$ cat config.mk
export PLATFORM = sky130hd
export DESIGN_NAME = transmit_cg_rd
export DESIGN_NICKNAME = d
export VERILOG_FILES = /design/src/rtl/transmit_cg_rd.sv
export SDC_FILE = /design/constraint.sdc
export NUM_CORES = 1
export LEC_CHECK = 0
export CAP_MARGIN = 20
export CORE_MARGIN = 5
export CORE_UTILIZATION = 50
export CTS_BUF_LIST = sky130_fd_sc_hd__clkbuf_4 sky130_fd_sc_hd__clkbuf_8
export DETAILED_ROUTE_END_ITERATION = 8
export PLACE_DENSITY = 0.76
export SYNTH_ARGS = -nofsm -noshare
export SYNTH_HDL_FRONTEND = slang
export SYNTH_SLANG_ARGS = --single-unit
export TNS_END_PERCENT = 50
$ cat constraint.sdc
create_clock -name GTX_CLK -period 12.3 [get_ports GTX_CLK]
set_clock_uncertainty 0.2 [all_clocks]
set_input_delay 1.23 -clock GTX_CLK [delete_from_list [all_inputs] [get_ports GTX_CLK]]
set_output_delay 1.23 -clock GTX_CLK [all_outputs]
set_load 0.005 [all_outputs]
$ cat src/rtl/transmit_cg_rd.sv
// 1000BASE-X PCS transmit code-group generator: ordered-set request + TXD in,
// one 8b/10b code-group per GTX_CLK out, with running-disparity tracking.
module transmit_cg_rd #(
  parameter bit CONFIG_EN    = 1'b1,
  parameter bit IDLE_CORRECT = 1'b1,
  parameter bit INIT_RD      = 1'b0
) (
  input  logic        GTX_CLK,
  input  logic        mr_main_reset,
  input  logic [6:0]  tx_o_set,
  input  logic [7:0]  TXD,
  input  logic [15:0] tx_config_reg,
  output logic [9:0]  tx_code_group,
  output logic        tx_even,
  output logic        TX_OSET_indicate,
  output logic        tx_disparity
);

  typedef enum logic [2:0] {
    GEN     = 3'd0,
    IDLE_D  = 3'd1,
    CONF_D  = 3'd2,
    CONF_LO = 3'd3,
    CONF_HI = 3'd4
  } state_t;

  localparam logic [7:0] K28_5 = 8'hBC;
  localparam logic [7:0] K23_7 = 8'hF7;
  localparam logic [7:0] K27_7 = 8'hFB;
  localparam logic [7:0] K29_7 = 8'hFD;
  localparam logic [7:0] K30_7 = 8'hFE;
  localparam logic [7:0] D5_6  = 8'hC5;
  localparam logic [7:0] D16_2 = 8'h50;
  localparam logic [7:0] D21_5 = 8'hB5;
  localparam logic [7:0] D2_2  = 8'h42;

  // Returns {rd_after, abcdei, fghj}. Tables hold the RD- column; the RD+ column
  // is the complement for every unbalanced sub-block plus D.x.3/D.7 and all K 4b codes.
  function automatic logic [10:0] encode_8b10b(input logic [7:0] d, input logic k,
                                               input logic rd);
    logic [4:0] x;
    logic [2:0] y;
    logic [5:0] c6;
    logic [3:0] c4;
    logic       rd_mid;
    logic       rd_out;
    logic       alt7;
    x  = d[4:0];
    y  = d[7:5];
    c6 = 6'b000000;
    case (x)
      5'd0:  c6 = 6'b100111;  5'd1:  c6 = 6'b011101;
      5'd2:  c6 = 6'b101101;  5'd3:  c6 = 6'b110001;
      5'd4:  c6 = 6'b110101;  5'd5:  c6 = 6'b101001;
      5'd6:  c6 = 6'b011001;  5'd7:  c6 = 6'b111000;
      5'd8:  c6 = 6'b111001;  5'd9:  c6 = 6'b100101;
      5'd10: c6 = 6'b010101;  5'd11: c6 = 6'b110100;
      5'd12: c6 = 6'b001101;  5'd13: c6 = 6'b101100;
      5'd14: c6 = 6'b011100;  5'd15: c6 = 6'b010111;
      5'd16: c6 = 6'b011011;  5'd17: c6 = 6'b100011;
      5'd18: c6 = 6'b010011;  5'd19: c6 = 6'b110010;
      5'd20: c6 = 6'b001011;  5'd21: c6 = 6'b101010;
      5'd22: c6 = 6'b011010;  5'd23: c6 = 6'b111010;
      5'd24: c6 = 6'b110011;  5'd25: c6 = 6'b100110;
      5'd26: c6 = 6'b010110;  5'd27: c6 = 6'b110110;
      5'd28: c6 = 6'b001110;  5'd29: c6 = 6'b101110;
      5'd30: c6 = 6'b011110;  5'd31: c6 = 6'b101011;
      default: c6 = 6'b000000;
    endcase
    if (k && x == 5'd28) c6 = 6'b001111;
    if (rd && ($countones(c6) != 3 || c6 == 6'b111000)) c6 = ~c6;
    rd_mid = ($countones(c6) == 3) ? rd : ($countones(c6) > 3);

    alt7 = (!rd_mid && (x == 5'd17 || x == 5'd18 || x == 5'd20)) ||
           ( rd_mid && (x == 5'd11 || x == 5'd13 || x == 5'd14));
    c4 = 4'b0000;
    if (k) begin
      case (y)
        3'd0: c4 = 4'b1011;  3'd1: c4 = 4'b0110;
        3'd2: c4 = 4'b1010;  3'd3: c4 = 4'b1100;
        3'd4: c4 = 4'b1101;  3'd5: c4 = 4'b0101;
        3'd6: c4 = 4'b1001;  3'd7: c4 = 4'b0111;
        default: c4 = 4'b0000;
      endcase
    end else begin
      case (y)
        3'd0: c4 = 4'b1011;  3'd1: c4 = 4'b1001;
        3'd2: c4 = 4'b0101;  3'd3: c4 = 4'b1100;
        3'd4: c4 = 4'b1101;  3'd5: c4 = 4'b1010;
        3'd6: c4 = 4'b0110;  3'd7: c4 = alt7 ? 4'b0111 : 4'b1110;
        default: c4 = 4'b0000;
      endcase
    end
    if (rd_mid && (k || $countones(c4) != 2 || c4 == 4'b1100)) c4 = ~c4;
    rd_out = ($countones(c4) == 2) ? rd_mid : ($countones(c4) > 2);
    return {rd_out, c6, c4};
  endfunction

  state_t      state_q, state_d;
  logic [9:0]  code_q, code_d;
  logic        even_q, even_d;
  logic        ind_q, ind_d;
  logic        rd_q, rd_d;
  logic        c2_q, c2_d;
  logic [15:0] cfg_q, cfg_d;
  logic [7:0]  sym;
  logic        sym_k;
  logic [10:0] enc;

  always_comb begin
    state_d = GEN;
    sym     = K30_7;
    sym_k   = 1'b1;
    even_d  = ~even_q;
    ind_d   = 1'b1;
    c2_d    = c2_q;
    cfg_d   = cfg_q;
    case (state_q)
      GEN: begin
        case (tx_o_set)
          7'b0000001: begin
            sym = K28_5; even_d = 1'b1; ind_d = 1'b0; state_d = IDLE_D;
          end
          7'b1000000: begin
            sym = K28_5; even_d = 1'b1; ind_d = 1'b0;
            state_d = CONFIG_EN ? CONF_D : IDLE_D;
          end
          7'b0000010: sym = K23_7;
          7'b0000100: sym = K27_7;
          7'b0001000: sym = K29_7;
          7'b0100000: begin
            sym = TXD; sym_k = 1'b0;
          end
          default: sym = K30_7;
        endcase
      end
      IDLE_D: begin
        sym    = (!rd_q && IDLE_CORRECT) ? D5_6 : D16_2;
        sym_k  = 1'b0;
        even_d = 1'b0;
      end
      CONF_D: begin
        sym     = c2_q ? D2_2 : D21_5;
        sym_k   = 1'b0;
        c2_d    = ~c2_q;
        cfg_d   = tx_config_reg;
        even_d  = 1'b0;
        ind_d   = 1'b0;
        state_d = CONF_LO;
      end
      CONF_LO: begin
        sym     = cfg_q[7:0];
        sym_k   = 1'b0;
        even_d  = 1'b1;
        ind_d   = 1'b0;
        state_d = CONF_HI;
      end
      CONF_HI: begin
        sym    = cfg_q[15:8];
        sym_k  = 1'b0;
        even_d = 1'b0;
      end
      default: sym = K30_7;
    endcase
    enc    = encode_8b10b(sym, sym_k, rd_q);
    code_d = enc[9:0];
    rd_d   = enc[10];
  end

  always_ff @(posedge GTX_CLK or posedge mr_main_reset) begin
    if (mr_main_reset) begin
      state_q <= GEN;
      code_q  <= 10'd0;
      even_q  <= 1'b0;
      ind_q   <= 1'b0;
      rd_q    <= INIT_RD;
      c2_q    <= 1'b0;
      cfg_q   <= 16'd0;
    end else begin
      state_q <= state_d;
      code_q  <= code_d;
      even_q  <= even_d;
      ind_q   <= ind_d;
      rd_q    <= rd_d;
      c2_q    <= c2_d;
      cfg_q   <= cfg_d;
    end
  end

  assign tx_code_group    = code_q;
  assign tx_even          = even_q;
  assign TX_OSET_indicate = ind_q;
  assign tx_disparity     = rd_q;

endmodule
==> results of run 1 <==
routing by layer:
metal / global-route usage [%] / vias up
met2: 32.9 / 65
met5: 0 / -
met4: 4.82 / 0
met3: 3.14 / 10
met1: 24.5 / 1205
li1: - / 1208
layout make-up:
cell class	count	area, µm²	area share [%]
Multi-Input combinational cell	231	1830	51.7
Sequential cell	33	826	23.3
Timing Repair Buffer	71	646	18.2
Tap cell	72	90.1	2.54
Clock buffer	5	68.8	1.94
Inverter	17	63.8	1.80
Clock inverter	3	17.5	0.494
cell usage in the layout (no fill, tap or decap), types with 3 or more instances in the layout:
master | synthesis | routed
nand3b_1 | 3 | 3
nand3_1 | 7 | 7
nor2_1 | 26 | 26
clkbuf_8 | 0 | 5
nor3_1 | 7 | 7
o21ai_0 | 27 | 25
o21a_1 | 4 | 4
a21o_1 | 4 | 4
xor2_1 | 3 | 3
a21oi_1 | 14 | 13
mux2_2 | 17 | 17
ha_1 | 19 | 19
xnor2_1 | 10 | 10
nor4_1 | 6 | 3
o211ai_1 | 4 | 4
clkdlybuf4s50_1 | 0 | 45
fa_1 | 6 | 6
buf_4 | 0 | 26
inv_1 | 17 | 17
nand2_1 | 13 | 13
mux2i_1 | 3 | 3
nor4b_1 | 5 | 4
nor4_2 | 0 | 3
and2_1 | 3 | 3
dfrtp_1 | 33 | 33
a31o_2 | 3 | 3
o211a_1 | 4 | 4
critical path, delay by kind of cell:
family	cells	cell delay (ns)
buffers and inverters	6	0.98
AO/OA/AOI/OAI	10	2.07
XOR/XNOR	2	0.35
AND/OR/NAND/NOR	10	2.38
adder cells (fa/ha/maj)	13	4.48
multiplexers	1	0.12
sequential cells by signal, indices dropped and copies added, names as in the netlist:
register	cells
cfg_q	16
tx_code_group	10
tx_disparity	1
tx_even	1
c2_q	1
state_q	3
TX_OSET_indicate	1
path summary, 6_finish.rpt:
| check | depth (start not counted) | to | startpoint | slack, ns |
|---|---|---|---|---|
| min reg2reg | 1 | cfg_q[13]$_DFFE_PP0N_ | cfg_q[13]$_DFFE_PP0N_ | 0.30 |
| max reg2reg | 45 | tx_disparity$_DFF_PP0_ | state_q[2]$_DFF_PP0_ | 1.24 |
| max in group asynchronous | 3 | state_q[0]$_DFF_PP0_ | mr_main_reset | 10.47 |
| min | 1 | cfg_q[13]$_DFFE_PP0N_ | cfg_q[13]$_DFFE_PP0N_ | 0.30 |
| max | 42 | tx_disparity$_DFF_PP0_ | tx_o_set[1] | 0.68 |
| min in group asynchronous | 3 | tx_code_group[1]$_DFF_PP0_ | mr_main_reset | 1.13 |
what timing repair did:
item,in CTS,in global routing
endpoints found under the setup margin,0,1
setup buffers,0,1
gates resized for setup,0,14
cell families after synthesis:
| logic type | share of synthesized area, % |
|---|---|
| xor+xnor | 4.13 |
| simple gates | 16.8 |
| compound gates | 22.3 |
| flops | 30.0 |
| fa+ha+maj | 13.0 |
| buf+inv | 5.81 |
| mux | 8.03 |
per-stage QoR:
step / setup WS [ns] / hold slack [ns] / cell area [µm²] / cells
3_3_place_gp: 0.276 / 0.287 / 3390 / 423
6_report: 0.676 / 0.303 / 3550 / 432
3_5_place_dp: 0.0741 / 0.293 / 3390 / 423
2_1_floorplan: 0.0138 / 0.275 / 2760 / 302
4_1_cts: 0.343 / 0.309 / 3480 / 431
5_1_grt: 0.0448 / 0.319 / 3550 / 432
==> impl_metrics.toml, run 1 <==
[detailed_routing]
wl_met2_mm = 3.40
antenna_left = 0
route.detailed.drc = 0
highest_layer = "met4"
met3_length_um = 295
wirelength_mm = 6.58
vias_per_cell = 5.76
drt_iter0_markers = 147
wl_per_cell_um = 15.2
vias = 2488
drt-met1-wl_mm = 2.82
drt_first_pass_iters = 4

[logic_synthesis]
ys_seq_area_share_pct = 30.0
ys_types = 59
synth_most_common_cell = "dfrtp_1"
yosysTopAreaCell = "dfrtp_1"
yosys_warnings = 0
syn_inst = 302
synth_seq_cells = 33
synth-edff-count = 0
synth_flop_cell = "dfrtp_1"
syn_area_per_cell_um2 = 9.13
netlist.area_leader.share_pct = 30.0
synth_fp_nets = 360
synth_area_um2 = 2760
synth_common_cells = "33 x dfrtp_1, 27 x o21ai_0, 26 x nor2_1"
synth-async-reset-ratio_pct = 100
synthTopCellsByArea = "dfrtp_1 30%, ha_1 8.6%, mux2_2 6.9%"

[clock_network]
numCtsBuffers = 5
htree_levels = 2
cts_num_sinks = 33
cts_tree = "yes"
worstSkewPairLatency_ns = 0.29
holdBufCountCts = 0
root_buffer = "clkbuf_8"
clock_path_buffers = 2
path_clk_slew_ns = 0.07

[die]
fp.coreArea_um2 = 5440
dieArea_um2 = 7100
num_io_pins = 46
initial_core_util_pct = 50.7
rows = 27
die_x_um = 84.3
die_h_um = 84.3

[global_route]
overflow = 0
grt_max_degree = 34
antenna_found_initial = 0
grt_first_pass_wirelength_mm = 11.2
grtUsageTotal_pct = 19.0
first_global_vias = 2428

[sta]
hold_violations = 0
min_period_over_period_pct = 94.5
period_needed_ns = 11.62
slew_headroom_pct = 58.5
setup-tns-final_ns = 0
fmax_ghz = 0.0860
tightest_slew_ns = 0.622
drv_slew = 0
rsz0062_at_grt = "no"
finalSetupViolations = 0

[final_layout]
drive_gt1_share_pct = 20.3
utilization_pct = 65.2
area_growth_pct = 28.6
diodes = 0
nFillCells = 441
layout.nets = 417

[setup_path]
crit_fanout = 8
cp_data_arrival_time_ns = 11.60
cp-start-kind = "input pin"
cp_common_cell = "ha_1"
cp_slowest_cell = "or4_4"
path_class = "input pin to flip-flop"
endpoint_kind = "flip-flop"
cp_slowest_stage_delay_ns = 0.58
worst_ep_required_time_ns = 12.27

[placement]
hpwlAfterDp_mm = 5.04
io_buffers = 45
place.gp.congestion = 0.869

[run]
maxCapViolCount = 0

[outcome]
status = "completed"

[worst_hold_path]
min_path_type = "flip-flop to flip-flop"
Power of run 1 is left out: the tool's default activity adds up to more than one toggle a clock period on the data nets, which glitch-free logic cannot reach.
==> inputs of run 2 (changes only) <==
--- a/config.mk
+++ b/config.mk
@@ -5,6 +5,7 @@
 export SDC_FILE = /design/constraint.sdc
 export NUM_CORES = 1
 export LEC_CHECK = 0
+export ABC_AREA = 0
 export CAP_MARGIN = 20
 export CORE_MARGIN = 5
 export CORE_UTILIZATION = 50
==> results of run 2 <==
Final layout, timing and power as in run 1 (identical DEF).
Power of run 2 is left out for the same reason.
==> inputs of run 3 (changes only) <==
--- a/config.mk
+++ b/config.mk
@@ -10,6 +10,7 @@
 export CORE_MARGIN = 5
 export CORE_UTILIZATION = 50
 export CTS_BUF_LIST = sky130_fd_sc_hd__clkbuf_4 sky130_fd_sc_hd__clkbuf_8
+export CTS_CLUSTER_SIZE = 24
 export DETAILED_ROUTE_END_ITERATION = 8
 export PLACE_DENSITY = 0.76
 export SYNTH_ARGS = -nofsm -noshare
==> results of run 3 <==
Final layout, timing and power as in run 1 (identical DEF).
Power of run 3 is left out for the same reason.
